File: config.mk
export PLATFORM = sky130hd
export DESIGN_NAME = stage1_decode_issue
export DESIGN_NICKNAME = d
export VERILOG_FILES = /design/src/rtl/stage1_decode_issue.sv
export SDC_FILE = /design/constraint.sdc
export NUM_CORES = 1
export LEC_CHECK = 0
export ABC_CLOCK_PERIOD_IN_PS = 4850
export CORE_MARGIN = 3
export CORE_UTILIZATION = 57
export CTS_CLUSTER_DIAMETER = 60
export DETAILED_ROUTE_END_ITERATION = 16
export PLACE_DENSITY = 0.89
export RECOVER_POWER = 100
export SKIP_LAST_GASP = 1
export SLEW_MARGIN = 40
export SYNTH_ARGS = -nofsm -noshare
export SYNTH_HDL_FRONTEND = slang
export SYNTH_SLANG_ARGS = --single-unit
File: constraint.sdc
create_clock -name clock -period 4.85 [get_ports clock]
set_clock_uncertainty 0.15 [all_clocks]
set_input_delay 0.97 -clock clock [delete_from_list [all_inputs] [get_ports clock]]
set_output_delay 0.97 -clock clock [all_outputs]
set_load 0.02 [all_outputs]
File: src/rtl/stage1_decode_issue.sv
// stage1_decode_issue: decode/issue stage feeding the Stage2 ALU.
// Instruction words are queued in a small FIFO. The head is decoded into ALU
// control fields, and its operands are read from an 8-entry register file.
// A busy-bit scoreboard holds the head back on read-after-write hazards until
// downstream writeback clears the destination register.
// Ports:
//   clock, reset        rising-edge clock, synchronous active-low reset
//   instr/instr_valid   incoming instruction word; instr_ready = FIFO not full
//   flush               discards queued words
//   wb_en/addr/data     writeback from downstream; clears busy, writes regfile
//   aluin1/aluin2       registered operands (rs1, rs2 or sign-extended imm16)
//   operation/opselect/shift_number/rd_out  registered decoded fields
//   enable_arith/enable_shift                single-cycle issue strobes
//   illegal_instr       one-cycle pulse when an illegal opselect is dropped
module stage1_decode_issue #(
  parameter int unsigned N          = 32,
  parameter int unsigned FIFO_DEPTH = 4,
  parameter int unsigned NREG       = 8
) (
  input  logic         clock,
  input  logic         reset,
  input  logic [N-1:0] instr,
  input  logic         instr_valid,
  output logic         instr_ready,
  input  logic         flush,
  input  logic         wb_en,
  input  logic [2:0]   wb_addr,
  input  logic [N-1:0] wb_data,
  output logic [N-1:0] aluin1,
  output logic [N-1:0] aluin2,
  output logic [2:0]   operation,
  output logic [2:0]   opselect,
  output logic [4:0]   shift_number,
  output logic         enable_arith,
  output logic         enable_shift,
  output logic [2:0]   rd_out,
  output logic         illegal_instr
);

  localparam int unsigned AW = (FIFO_DEPTH > 1) ? $clog2(FIFO_DEPTH) : 1;
  localparam int unsigned CW = AW + 1;

  localparam logic [2:0] OPS_SHIFT = 3'b000;
  localparam logic [2:0] OPS_ARITH = 3'b001;
  localparam logic [2:0] OPS_LOGIC = 3'b010;
  localparam logic [2:0] OPS_NOP   = 3'b111;

  typedef struct packed {
    logic [2:0]  opsel;
    logic [2:0]  op;
    logic        imm_flag;
    logic [2:0]  rd;
    logic [2:0]  rs1;
    logic [2:0]  rs2;
    logic [15:0] imm16;
  } instr_t;

  // Storage
  logic [N-1:0]    fifo_mem [FIFO_DEPTH];
  logic [AW-1:0]   rd_ptr_q, wr_ptr_q;
  logic [CW-1:0]   count_q;
  logic [N-1:0]    rf_q [NREG];
  logic [NREG-1:0] busy_q;

  // Combinational decode / control
  instr_t          hd;
  logic            head_valid;
  logic            is_exec;
  logic            is_illegal;
  logic            uses_rs2;
  logic [NREG-1:0] clr_mask;
  logic [NREG-1:0] busy_eff;
  logic            stall;
  logic            issue;
  logic            drop;
  logic            push;
  logic            pop;
  logic [CW-1:0]   count_d;
  logic [NREG-1:0] busy_d;
  logic [N-1:0]    rs1_val;
  logic [N-1:0]    rs2_val;
  logic [N-1:0]    op2_val;

  // Head decode, hazard check and FIFO/scoreboard next state
  always_comb begin
    hd         = instr_t'(fifo_mem[rd_ptr_q][31:0]);
    head_valid = (count_q != '0);
    is_exec    = (hd.opsel == OPS_SHIFT) || (hd.opsel == OPS_ARITH) ||
                 (hd.opsel == OPS_LOGIC);
    is_illegal = !is_exec && (hd.opsel != OPS_NOP);
    uses_rs2   = ((hd.opsel == OPS_ARITH) || (hd.opsel == OPS_LOGIC)) && !hd.imm_flag;

    // A writeback this cycle releases its register for the hazard check.
    clr_mask   = wb_en ? (NREG'(1) << wb_addr) : '0;
    busy_eff   = busy_q & ~clr_mask;

    stall = head_valid && is_exec &&
            (busy_eff[hd.rs1] || (uses_rs2 && busy_eff[hd.rs2]));
    issue = head_valid && is_exec && !stall && !flush;
    drop  = head_valid && !is_exec && !flush;
    pop   = issue || drop;
    push  = instr_valid && instr_ready && !flush;

    if (flush) count_d = '0;
    else       count_d = count_q + CW'(push) - CW'(pop);

    // Set-on-issue wins over a same-cycle writeback clear.
    busy_d = busy_eff;
    if (issue && (hd.rd != 3'd0)) busy_d[hd.rd] = 1'b1;
    busy_d[0] = 1'b0;
  end

  // Operand read with writeback bypass; r0 reads as zero
  always_comb begin
    rs1_val = rf_q[hd.rs1];
    if (wb_en && (wb_addr == hd.rs1)) rs1_val = wb_data;
    if (hd.rs1 == 3'd0)               rs1_val = '0;

    rs2_val = rf_q[hd.rs2];
    if (wb_en && (wb_addr == hd.rs2)) rs2_val = wb_data;
    if (hd.rs2 == 3'd0)               rs2_val = '0;

    op2_val = hd.imm_flag ? {{(N-16){hd.imm16[15]}}, hd.imm16} : rs2_val;
  end

  // FIFO storage (no reset needed; validity tracked by count)
  always_ff @(posedge clock) begin
    if (push) fifo_mem[wr_ptr_q] <= instr;
  end

  // FIFO pointers, scoreboard and register file
  always_ff @(posedge clock) begin
    if (!reset) begin
      rd_ptr_q    <= '0;
      wr_ptr_q    <= '0;
      count_q     <= '0;
      instr_ready <= 1'b1;
      busy_q      <= '0;
      for (int i = 0; i < int'(NREG); i++) rf_q[i] <= '0;
    end else begin
      if (flush) begin
        rd_ptr_q <= '0;
        wr_ptr_q <= '0;
      end else begin
        if (push) wr_ptr_q <= wr_ptr_q + AW'(1);
        if (pop)  rd_ptr_q <= rd_ptr_q + AW'(1);
      end
      count_q     <= count_d;
      instr_ready <= (count_d != CW'(FIFO_DEPTH));
      busy_q      <= busy_d;
      if (wb_en && (wb_addr != 3'd0)) rf_q[wb_addr] <= wb_data;
    end
  end

  // Issue outputs: strobes pulse on issue, other fields hold between issues
  always_ff @(posedge clock) begin
    if (!reset) begin
      aluin1        <= '0;
      aluin2        <= '0;
      operation     <= '0;
      opselect      <= '0;
      shift_number  <= '0;
      enable_arith  <= 1'b0;
      enable_shift  <= 1'b0;
      rd_out        <= '0;
      illegal_instr <= 1'b0;
    end else begin
      enable_arith  <= issue && (hd.opsel != OPS_SHIFT);
      enable_shift  <= issue && (hd.opsel == OPS_SHIFT);
      illegal_instr <= drop && is_illegal;
      if (issue) begin
        aluin1       <= rs1_val;
        aluin2       <= op2_val;
        operation    <= hd.op;
        opselect     <= hd.opsel;
        shift_number <= hd.imm16[4:0];
        rd_out       <= hd.rd;
      end
    end
  end

endmodule

==> metrics.yaml, run 1 <==
cts_buffer_depth: 3
grt.total_usage: 0.289
powerDensity_mw_per_mm2: 366
ios: 154
rsz0062_at_grt: "no"
start_util: 0.585
hold_viol: 0
critPathMaxFanout: 32
grt_pass1_vias: 15300
hp-class: "register to register"
worstPathRequired_ps: 4880
critPathKind: "input port to register"
layout_commonest_cell: "edfxtp_1"
timing.slew.headroom: -0.361
post-route-period-util: 0.954
critical_path.slowest_cell: "clkbuf_1"
avgViaCountPerCell: 6.72
finalSetupViolations: 0
yosysUniqueCellTypes: 51
area_growth_pct: 16.2
ys_seq_area_frac: 0.612
overflow: 0
coreArea_mm2: 0.0350
num_vias: 14800
syn_area_mm2: 0.0205
drt-wirelength-per-cell_um: 25.6
cts_max_level: 2
syn_area_per_cell_um2: 13.0
failed_checks: "max-capacitance violations, max-slew violations"
path_clk_slew_ps: 60
cp_top_family: "buffers and inverters"
cts_root_buf: "clkbuf_16"
cts_tree: "yes"
synth_adder_area_share: 0.00464
max_freq_mhz: 216
synth_compound_area_frac: 0.105
nets: 1784
cts_resized: 0
startpoint_type: "input port"
syn-instance-count: 1578
grt_pass1_wl_um: 86400
routed_wl_um: 56200
finalNonFillerCells: 2198
firstDrtPassIters: 8
ys_ff_latch: 450
routabilityCongestion: 0.883
ctsHoldBuffers: 0
path_buf_inv: 3
cpPeakStageDelay_ps: 1380
layout_common_cells: "352 x edfxtp_1, 161 x nor2_1, 134 x and2_0"
layout-drive-gt1-share: 0.114
ant_nets: 0
route.detailed.drc: 0
slew_viol_final: 171
dieHeight_um: 196
dp_hpwl_um: 32900
place_inst: 2114
drv_cap: 6
critPathCaptureType: "register"
synth_nets: 1657
clock-sinks: 450
postCtsSetupBuffers: 0
die_w_um: 196
leakage_nw: 8.24
grt_max_degree: 69
antenna_found_initial: 2
synth_xor_area_frac: 0.00471
yosysWarningCount: 0
drt-initial-drc-count: 2147
yosys.area_share.simple: 0.133
tightest_slew_ps: 2040
fin_tns_setup_ps: 0
status: "finished with violations"
synth_top_family_by_area: "simple AND/OR/NAND/NOR gates"
num_rows: 68
fill_cells: 2218
die_area_mm2: 0.0382
worstPathArrival_ps: 4650
port_buffers: 153
vdd_drop_max_mv: 0.233
synth.area.mux_share: 0.110
clock_latency_ps: 550
path_cells: "dlygate4sd3_1, clkbuf_1, o21ai_1, buf_2"
numCtsBuffers: 44
period_minus_slack_ps: 4630
==> registers in the layout (all words and copies together) (netlist names), 5 cells and up, named ones only <==
signal        flops
rf_q            224
fifo_mem        128
aluin1           32
aluin2           32
busy_q            7
shift_number      5
==> routing by layer <==
metal	part of all wire	vias to the layer above	wire (µm)	global-route usage
li1	-	6224	-	-
met5	0.00023	-	13	0
met2	0.48	1176	27200	0.478
met1	0.35	7103	19500	0.365
met4	0.052	2	2940	0.144
met3	0.12	260	6570	0.0611
==> worst reg2reg max path: cells and delay by family (launching register included) <==
family          cells  cell delay (ps)
simple gates        3             1530
flops               1              480
buf+inv             3             1200
compound gates      1              230
mux                 1              760
==> metrics by stage <==
| step | utilization | cell area (µm²) | hold WS, ps | power (mW) | worst slack [ps] |
|---|---|---|---|---|---|
| 6_report | 0.681 | 23800 | 317 | 8.71 | 221 |
| 3_5_place_dp | 0.643 | 22500 | 311 | 5.39 | 52.4 |
| 5_1_grt | 0.680 | 23800 | 338 | 8.92 | 145 |
| 2_1_floorplan | - | 20500 | 298 | 5.03 | 438 |
| 4_1_cts | 0.684 | 23900 | 321 | 8.70 | 610 |
| 3_3_place_gp | 0.643 | 22500 | 295 | 5.35 | 215 |
==> Yosys cell counts (all sizes together) <==
cell,count,area share
a2111oi,2,0.0015
a211oi,2,0.00073
a21boi,1,0.00037
a21oi,103,0.025
a22o,32,0.014
a22oi,1,0.00037
a311oi,1,0.00043
and2,224,0.068
and3,1,0.00031
buf,43,0.013
clkbuf,83,0.015
dfxtp,98,0.096
edfxtp,352,0.52
fa,1,0.00098
ha,6,0.0037
inv,13,0.0024
mux2i,46,0.022
mux4,80,0.088
nand2,31,0.0058
nand2b,23,0.0070
nand3,8,0.0022
nand3b,1,0.00037
nand4,4,0.0012
nand4b,1,0.00043
nor2,161,0.030
nor2b,1,0.00031
nor3,59,0.014
nor4,2,0.00061
nor4bb,1,0.00049
o2111ai,3,0.0013
o211ai,16,0.0059
o21ai,26,0.0064
o221a,17,0.0094
o22ai,80,0.024
o311a,1,0.00055
o311ai,15,0.0064
o31ai,21,0.0077
o32ai,1,0.00043
or2,3,0.00092
or3,2,0.00061
or3b,1,0.00043
xnor2,10,0.0043
xor2,1,0.00043
==> power breakdown <==
part,leakage [nW],internal (mW),switching (mW),total (mW)
clock network,0.691,1.93,1.44,3.37
registers,4.12,4.33,0.0905,4.42
logic,3.43,0.353,0.565,0.919
==> logic make-up (layout without fill, tap and decap cells) <==
logic type,Yosys count,count (layout)
AO/OA/AOI/OAI,322,322
XOR/XNOR,11,11
adder cells (fa/ha/maj),7,7
buffers and inverters,139,302
flip-flops,450,450
multiplexers,126,126
other,0,2
AND/OR/NAND/NOR,523,523
==> cell type report <==
type	count	area (µm²)	area share
antenna	2	5.00	0.000210
clock buffer	54	1200	0.0504
clock inverter	28	228	0.00957
inverter	13	48.8	0.00205
multi-input combinational	989	7340	0.308
sequential	450	12500	0.527
tap	455	569	0.0239
timing repair buffer	207	1870	0.0788
==> worst paths after layout <==
| path | end | slack, ps | cells after the start | from |
|---|---|---|---|---|
| worst max-delay path | rf_q[6][4] | 220 | 4 | reset |
| worst min register to register | aluin2[4] | 320 | 2 | aluin2[4] |
| worst max register to register | aluin2[15] | 360 | 8 | register |
| worst min-delay path | aluin2[4] | 320 | 2 | aluin2[4] |
(Power assumes the default switching activity.)
==> run 2, diff against run 1 <==
--- a/config.mk
+++ b/config.mk
@@ -6,11 +6,11 @@
 export NUM_CORES = 1
 export LEC_CHECK = 0
 export ABC_CLOCK_PERIOD_IN_PS = 4850
-export CORE_MARGIN = 3
+export CORE_MARGIN = 2
 export CORE_UTILIZATION = 57
 export CTS_CLUSTER_DIAMETER = 60
 export DETAILED_ROUTE_END_ITERATION = 16
-export PLACE_DENSITY = 0.89
+export PLACE_DENSITY = 0.78
 export RECOVER_POWER = 100
 export SKIP_LAST_GASP = 1
 export SLEW_MARGIN = 40
==> run 2 against run 1 <==
The run still ends with max-capacitance violations, max-slew violations left. Power up 3.2%. Flip-flop and latch count unchanged. Wire length is 1.2% lower. Register-to-register slack better by 320 ps. Fmax up 3.0%. Critical endpoint is now rf_q[2][16]. Largest power group unchanged.
==> metrics.yaml, run 2 (synthesis gave the netlist of run 1 again) <==
critPathKind: "input port to register"
grt_pass1_vias: 14600
ctsHoldBuffers: 0
grt_max_degree: 65
drt-wirelength-per-cell_um: 25.1
slew_viol_final: 350
cts_buffer_depth: 3
cts_root_buf: "clkbuf_16"
reg_top3: "rf_q (224), fifo_mem (128)"
worstPathRequired_ps: 4910
layout-drive-gt1-share: 0.112
ios: 154
worstPathArrival_ps: 4560
avgViaCountPerCell: 6.46
grt.total_usage: 0.295
status: "finished with violations"
period_minus_slack_ps: 4490
place_inst: 2121
power_mw: 8.99
start_util: 0.577
critPathMaxFanout: 26
leakage_nw: 8.34
routed_wl_um: 55500
drt-initial-drc-count: 1755
nets: 1788
overflow: 0
clock-sinks: 450
rsz0062_at_grt: "no"
tightest_slew_ps: 2540
clock_latency_ps: 580
ant_nets: 0
antenna_found_initial: 1
layout_common_cells: "352 x edfxtp_1, 160 x nor2_1, 130 x and2_0"
die_w_um: 194
vdd_drop_max_mv: 0.287
critPathCaptureType: "register"
firstDrtPassIters: 6
r2r_setup_slack_ps: 680
area_growth_pct: 17.2
die_area_mm2: 0.0374
routabilityCongestion: 0.909
route.detailed.drc: 0
timing.slew.headroom: -0.691
regMostFlops: "rf_q"
grt_pass1_wl_um: 85200
postCtsSetupBuffers: 0
dieHeight_um: 194
hp-class: "register to register"
dp_worst_setup_slack_ps: 86.1
cts_tree: "yes"
final_cell_area_mm2: 0.0240
cts_resized: 0
fin_tns_setup_ps: 0
largest_reg_flops: 224
final_util: 0.676
fin_ws_ps: 357
post-route-period-util: 0.926
hold_viol: 0
layout_commonest_cell: "edfxtp_1"
finalSetupViolations: 0
failed_checks: "max-capacitance violations, max-slew violations"
timing.hold.ws_ps: 302
numCtsBuffers: 47
num_rows: 69
powerDensity_mw_per_mm2: 374
cts_max_level: 2
path_clk_slew_ps: 60
dp_hpwl_um: 32400
num_vias: 14300
coreArea_mm2: 0.0355
drv_cap: 12
max_freq_mhz: 223
finalNonFillerCells: 2210
port_buffers: 153
startpoint_type: "input port"
dpl_cell_area_mm2: 0.0225
## run 2: worst paths after layout
path                       to  cells past startpoint   startpoint
setup reg to reg  instr_ready                     14     register
hold / removal    opselect[2]                      1  opselect[2]
hold reg to reg   opselect[2]                      1  opselect[2]
setup / recovery  rf_q[2][16]                      4        reset
## run 2: report_power, final
group | switching [mW] | internal, mW | leakage [nW] | total, mW
clock | 1.50 | 2.16 | 0.779 | 3.66
combinational | 0.558 | 0.357 | 3.44 | 0.914
sequential | 0.0847 | 4.33 | 4.12 | 4.42
## run 2: worst max-delay path: stages
cell and delay, ps:
dlygate4sd3_1 770, clkbuf_1 1290, o21ai_1 900, buf_2 600
## run 2: layout make-up
cell class	count	area, µm²
clock buffer	74	1440
timing repair buffer	208	1910
multi-input combinational	989	7330
sequential	450	12500
fill	2480	11500
clock inverter	14	158
inverter	13	48.8
antenna	1	2.50
tap	461	577
## run 2: layer usage
metal	vias up	wire length (µm)	track usage
met5	-	0	0
met4	0	1840	0.123
met3	146	6140	0.0640
met2	915	26800	0.478
met1	6994	20800	0.388
li1	6230	-	-
